<file path="config.mk">
export PLATFORM = sky130hd
export DESIGN_NAME = word_unpacker
export DESIGN_NICKNAME = d
export VERILOG_FILES = /design/src/rtl/word_unpacker.sv
export SDC_FILE = /design/constraint.sdc
export NUM_CORES = 1
export LEC_CHECK = 0
export CAP_MARGIN = 20
export CORE_AREA = 2 2 94 73
export CTS_BUF_LIST = sky130_fd_sc_hd__clkbuf_4
export DETAILED_ROUTE_END_ITERATION = 10
export DIE_AREA = 0 0 96 75
export PLACE_DENSITY = 0.8
export SLEW_MARGIN = 0
export SYNTH_ARGS = -nofsm -noshare
export SYNTH_HDL_FRONTEND = slang
export SYNTH_SLANG_ARGS = --single-unit
</file>
<file path="constraint.sdc">
create_clock -name CLK -period 3.2 [get_ports CLK]
set_clock_uncertainty 0.2 [all_clocks]
set_input_delay 0.32 -clock CLK [delete_from_list [all_inputs] [get_ports CLK]]
set_output_delay 0.32 -clock CLK [all_outputs]
set_load 0.01 [all_outputs]
</file>
<file path="src/rtl/word_unpacker.sv">
// Streams the 8-bit pixels of accepted 32-bit words, least-significant byte first,
// stopping after a programmed pixel count. All outputs are registered.
module word_unpacker #(
  parameter int WORD_WIDTH = 32,
  parameter int PIX_WIDTH  = 8,
  parameter int CNT_WIDTH  = 16
) (
  input  logic                  CLK,
  input  logic                  RST,
  input  logic                  START,
  input  logic [CNT_WIDTH-1:0]  NPIX,
  input  logic                  IN_VALID,
  output logic                  IN_READY,
  input  logic [WORD_WIDTH-1:0] Din,
  output logic                  OUT_VALID,
  input  logic                  OUT_READY,
  output logic [PIX_WIDTH-1:0]  Dout,
  output logic                  LAST,
  output logic                  BUSY,
  output logic                  DONE
);

  localparam int LANES = WORD_WIDTH / PIX_WIDTH;
  localparam logic [CNT_WIDTH-1:0] REM_ONE = CNT_WIDTH'(1);

  typedef enum logic [1:0] {IDLE, FETCH, EMIT, FIN} state_t;

  state_t                state_reg, state_next;
  logic [CNT_WIDTH-1:0]  rem_reg, rem_next;
  logic [1:0]            lane_reg, lane_next;
  logic [WORD_WIDTH-1:0] buf_reg, buf_next;
  logic [PIX_WIDTH-1:0]  lane_pix [LANES];

  // Byte lanes of the word that will be held next cycle, so Dout can be registered.
  genvar gi;
  generate
    for (gi = 0; gi < LANES; gi++) begin : g_lane
      assign lane_pix[gi] = buf_next[gi*PIX_WIDTH +: PIX_WIDTH];
    end
  endgenerate

  always_ff @(posedge CLK or posedge RST) begin
    if (RST) begin
      state_reg <= IDLE;
    end else begin
      state_reg <= state_next;
    end
  end

  always_comb begin
    state_next = state_reg;
    rem_next   = rem_reg;
    lane_next  = lane_reg;
    buf_next   = buf_reg;
    case (state_reg)
      IDLE: begin
        if (START) begin
          if (NPIX != '0) begin
            rem_next   = NPIX;
            lane_next  = '0;
            state_next = FETCH;
          end else begin
            state_next = FIN;
          end
        end
      end
      FETCH: begin
        if (IN_VALID && IN_READY) begin
          buf_next   = Din;
          lane_next  = '0;
          state_next = EMIT;
        end
      end
      EMIT: begin
        if (OUT_VALID && OUT_READY) begin
          rem_next = rem_reg - REM_ONE;
          // The final pixel ends the transfer even mid-word; leftover lanes are dropped.
          if (rem_reg == REM_ONE) begin
            state_next = FIN;
          end else if (lane_reg == 2'd3) begin
            state_next = FETCH;
          end else begin
            lane_next = lane_reg + 2'd1;
          end
        end
      end
      FIN:     state_next = IDLE;
      default: state_next = IDLE;
    endcase
  end

  always_ff @(posedge CLK or posedge RST) begin
    if (RST) begin
      rem_reg   <= '0;
      lane_reg  <= '0;
      buf_reg   <= '0;
      IN_READY  <= 1'b0;
      OUT_VALID <= 1'b0;
      Dout      <= '0;
      LAST      <= 1'b0;
      BUSY      <= 1'b0;
      DONE      <= 1'b0;
    end else begin
      rem_reg   <= rem_next;
      lane_reg  <= lane_next;
      buf_reg   <= buf_next;
      IN_READY  <= (state_next == FETCH);
      OUT_VALID <= (state_next == EMIT);
      Dout      <= (state_next == EMIT) ? lane_pix[lane_next] : '0;
      LAST      <= (state_next == EMIT) && (rem_next == REM_ONE);
      BUSY      <= (state_next != IDLE);
      DONE      <= (state_next == FIN);
    end
  end

endmodule

</file>
# ---- Word-level counts from Yosys, hierarchy flattened
# Cells that the tools add are included.
dict set report op_classes {
  n_addsub 2
  eq_ne 9
  n_mux 24
  n_bitwise 1
  n_reduce_logical 6
  magnitude_cmp 1
}
# cell count
set ops {}
lappend ops {{$mux W32} 2}
lappend ops {{$mux W16} 3}
lappend ops {{$eq A16 B1 Y1 const B} 2}
lappend ops {{$pmux W16 S2} 1}
lappend ops {{$mux W2} 12}
lappend ops {{$mux W8} 3}
lappend ops {{$bmux W8 S2} 1}
lappend ops {{$reduce_bool A16 Y1} 1}
lappend ops {{$sub A16 B1 Y16 const B} 1}
lappend ops {{$eq A2 B2 Y1 const B} 5}
lappend ops {{$pmux W2 S4} 1}
lappend ops {{$pmux W2 S3} 1}
lappend ops {{$eq A2 B1 Y1 const B} 2}
lappend ops {{$ge A3 B3 Y1 const B} 1}
lappend ops {{$logic_and A1 B1 Y1} 3}
lappend ops {{$not A2 Y3} 1}
lappend ops {{$add A2 B1 Y2 const B} 1}
lappend ops {{$logic_not A2 Y1} 1}
lappend ops {{$reduce_bool A2 Y1} 1}
dict set report totals {
  elab_cells 53
  regBits 65
  output_inout_bits 13
  inputBits 53
}

# ---- Logic depth before layout (Yosys ltp)
dict set report depth {
  word_depth 10
  ltp_mapped 11
  ltp_nobuf 11
}

# ---- Least setup slack after synthesis
# OpenSTA, ideal clock, no wires.
dict set report synth_timing {
  kind {input to register}
  start {input NPIX[3]}
  end {register LAST}
  path_stages 8
  path_buffers 1
  path_slack_ns 0.573
  t_required_ns 2.905
  setup_time_ns 0.095
  t_arrival_ns 2.332
  cell_sequence {nor4_1 -> a41oi_1 -> buf_6 -> a32oi_1 -> o311ai_1 -> or4_1 -> or4_1 -> nor4b_2}
}
dict set report synth_via {
  elab_chain_cells 6
  elab_cells_between_ends 10
  cone_classes {eq/ne (2); mux (6); reduce/logical (2)}
}
# item line
set synth_rtl {}
lappend synth_rtl {{from (decl)} 11} ;# input logic [CNT_WIDTH-1:0] NPIX,
lappend synth_rtl {{$reduce_bool A16 Y1} 58} ;# if (NPIX != '0) begin
lappend synth_rtl {{$mux W16} 58}
lappend synth_rtl {{$mux W16} 57} ;# if (START) begin
lappend synth_rtl {{$pmux W16 S2} 55} ;# case (state_reg)
lappend synth_rtl {{via rem_next[5]} 29} ;# logic [CNT_WIDTH-1:0] rem_reg, rem_next;
lappend synth_rtl {{$eq A16 B1 Y1} 110} ;# LAST <= (state_next == EMIT) && (rem_next == REM_ONE);
lappend synth_rtl {{$logic_and A1 B1 Y1} 110}
lappend synth_rtl {{to (signal assigned)} 110}
lappend synth_rtl {{to (decl)} 18} ;# output logic LAST,
# The timed path passes the listed nets, and every way through them passes these cells.

# ---- Worst setup path in the final report
dict set report layout_timing {
  start {register state_reg[1]}
  end {register LAST}
}
dict set report layout_via {
  elab_cells_between_ends 14
  cone_classes {eq/ne (5); mux (7); reduce/logical (2)}
}
# item line
set layout_lines {}
lappend layout_lines {{from (decl)} 28} ;# state_t state_reg, state_next;
lappend layout_lines {{from (signal assigned)} 46} ;# state_reg <= state_next;
lappend layout_lines {{$eq A2 B2 Y1 / $logic_not A2 Y1 (equally long branches)} 55}
lappend layout_lines {{$pmux W16 S2 *} 55}
lappend layout_lines {{via rem_next[8]} 29}
lappend layout_lines {{$eq A16 B1 Y1 *} 110}
lappend layout_lines {{$logic_and A1 B1 Y1 *} 110}
# Mark *: on every way through the listed nets, which the timed path passes. The rest lies on a longest branch.

==> results.txt <==
- Measured along the x axis, the die boundary spans 96 um.
- between 60 and 70 I/O pins were placed.
- The number of hold violations in the final report was 0.
- Cell area after synthesis: approximately 3200 um^2
- Clock-pin slew was measured on the worst setup and hold paths at between 0.1 and 0.15 ns.
- Buffer type at the clock tree root: clkbuf_4
* Routed len/inst: 18.03 um
- In this run, post-CTS hold repair placed 0 buffers.
- Total number of nets in the final design: 429
- Final period util: 89.06%
- The detail route stage leaves a number of antenna-violating nets equal to 0.
- Most used cells in the layout excluding fill and tap cells: dfrtp_1 (65), clkdlybuf4s50_1 (65), mux2_2 (41)
- Total routing resource utilization after global routing: 24.41%
- Post-detailed-routing wire length: 8293 um
* Final hold slack: approximately 0.26 ns
- WS Path Type: reg -> reg
* Setup slack, reg-to-reg: approximately 0.35 ns
* Total of endpoints with negative setup slack in the final report: 0
- Power Dens Cells: between 800 and 900 nW/um^2
* Number of flip-flops and latches in the synthesized netlist: between 60 and 70
- Post-detailed-placement half-perimeter wirelength: between 6000 and 7000 um
- Biggest fanout along the worst timing path: 13
* Number of distinct library cells after synthesis: between 50 and 60
- Headroom to the max-slew limit came out at between 40 and 50%.
* Count of port buffers added during placement: 65
* Required time of the worst setup path: between 3 and 4 ns
- The worst-case IR drop observed on VDD is 0.5846 mV.
- Effective utilization at floorplan: 51.96%
- Worst Reg2Reg Path Length in Cells: 6
- TritonCTS clock tree: built
* Setup fix buffers added after clock tree synthesis: 0
- Sum Neg Setup Slack: 0 ns
* Full die area: slightly above 7000 um^2
- Core Box Area: slightly above 6000 um^2
- Setup repair after global routing left no endpoint under its margin.
- Once placement finished, the instance area stood at just over 4000 um^2.
* DR DRC count: 0
* Detailed router's first-iteration violation count: roughly 180
* Reported max-cap violation count: 0
* H-tree depth: 3
* Cts bufs inserted: 9
- Summed over all layers, the global routing overflow is 0.
- For the pin with the worst max-slew slack, the measured transition is 0.8061 ns.
- The flow ran to the end, and the final reports show no timing, DRC or antenna violations.
- The initialized floorplan defines 25 standard-cell rows.
- Worst hold path type: in -> async
* Final Wtd Congestion: between 0.9 and 1
* Insertion delay to the later sink of the worst-skew pair: 0.41 ns
- Entering global routing, the biggest net connects 66 pins.
* Via count of the first global-routing pass: around 2600
- Number of placed cells counting well taps: 444
* Cells taking the most area after synthesis: dfrtp_1 (50%), mux2_2 (14%), mux2i_1 (5.6%)
* Top cell type by total area after synthesis: dfrtp_1
* Register area share after synthesis: around half
* Number of flip-flops in the largest register: 32
- The most used flip-flop cell after synthesis is dfrtp_1.
- Clock sink count: 65
- Excluding fillers, the count of instances in the completed layout stands at 460.
- Total vias in the final route: 2648
- For this design the static power due to leakage is approximately 1.7 nW.
* Time the worst path needs with I/O delays and setup: ~2.8 ns
- Final instance area: between 4000 and 5000 um^2
* Number of antenna violations at the first check in global routing: 0
- In the synthesized netlist the async set-or-reset flop fraction comes to between 90% and 100%.
- Averaged over all synthesized cells, the footprint is roughly 11 um^2.
* Count of yosys warnings during synthesis: 0
* Proportion of layout cells with a drive suffix above 1: between 20% and 30%
* DIE HEIGHT: 75 um
- Pins over their slew limit: 0
* CP Data Arrival Time: ~3.0 ns
- Count of inserted antenna diode cells: 0
* Post-cts repair resize count: 0
- In this run the deepest clock path goes through 2 buffers.
- Based on the critical path, the design can be clocked at up to around 350 MHz.
- In this run the biggest area consumer among cell types represents between 50% and 60% of the synthesized area.
* Number of optimization iterations in the first detailed-route pass: 5
* Count of flip-flops with a built-in enable after synthesis: 0
- In the synthesized netlist, the number of instances is 295.
- Growth of design area from synthesis to finish: 31.91%
* Startpoint class of the critical path: flip-flop
- FF-to-FF Start: state_reg[1]
* Syn_nets: 350
* CP Capture Type: flip-flop
- Destination of the worst register-to-register timing path: LAST
- PnR Total Power: approximately 3.6 mW
* Number of vias per cell: roughly 5.8
- The first global-routing pass estimated 13050 um of wire.
how the worst max path moves through the flow:
stage / startpoint / slack (ns) / to
final: state_reg[1] / 0.35 / LAST
after detailed placement: NPIX[11] / -0.05 / LAST
after floorplan: NPIX[3] / 0.57 / LAST
after CTS: NPIX[11] / 0.37 / LAST
after global placement: NPIX[3] / -0.03 / LAST
after global routing: NPIX[11] / 0.11 / LAST
kinds of logic (layout without fill, tap and decap cells):
family,Yosys count,in the layout,synth area share [%]
and+or+nand+nor,109,109,17.80
DFF,65,65,50.29
muxes,59,59,19.85
AOI/OAI and AO/OA,34,34,7.699
buffers and inverters,25,109,3.327
adders and majority gates,2,2,0.7736
xor gates and xnor gates,1,1,0.2708
metrics by stage:
| stage | utilization [%] | setup slack (ns) |
|---|---|---|
| after floorplan | - | 0.5726 |
| after global placement | 65.17 | -0.03214 |
| after detailed placement | 65.17 | -0.05271 |
| after CTS | 68.54 | 0.3661 |
| after global routing | 68.54 | 0.1080 |
| final | 68.54 | 0.3500 |
cell type report:
type	instances	area [um^2]
clock buffer	9	67.56
clock inverter	7	142.6
fill	484	1958
inverter	12	45.04
multi-input combinational	205	1500
sequential	65	1627
tap	81	101.3
timing repair buffer	81	783.3
power by group:
part           internal (mW)  switching [mW]
registers               1.18           0.242
logic                  0.693           0.692
clock network          0.475           0.322
critical path, cell delays in order (launching register included):
cell and delay, ns:
dfrtp_1 0.62, and4b_1 0.38, and3_1 0.39, nand3_1 0.16, o211a_1 0.18, or4_1 0.56
nor4b_2 0.28
metal layers:
metal	vias up	track usage (%)	routed length, um
li1	1237	-	-
met3	11	7.407	599
met4	0	8.730	111
met5	-	0	0
met2	113	36.03	3817
met1	1287	34.37	3765
cells in the mapped netlist (2+ instances only):
cell type  count
nor4_1         8
inv_1         12
mux2_2        41
buf_2          5
or4_1          3
nor2_1        27
o211ai_1       2
a21oi_1        8
and2_1         5
dfrtp_1       65
nand3_1        8
clkbuf_1       7
o211a_1        2
o21ai_0        4
nand2_1       22
nand2b_1       2
a31oi_1        2
a211oi_1       3
ha_1           2
mux2i_1       18
nor3_1        11
and3_1         3
nand4_1        7
Power figures use the tool's default switching activity.
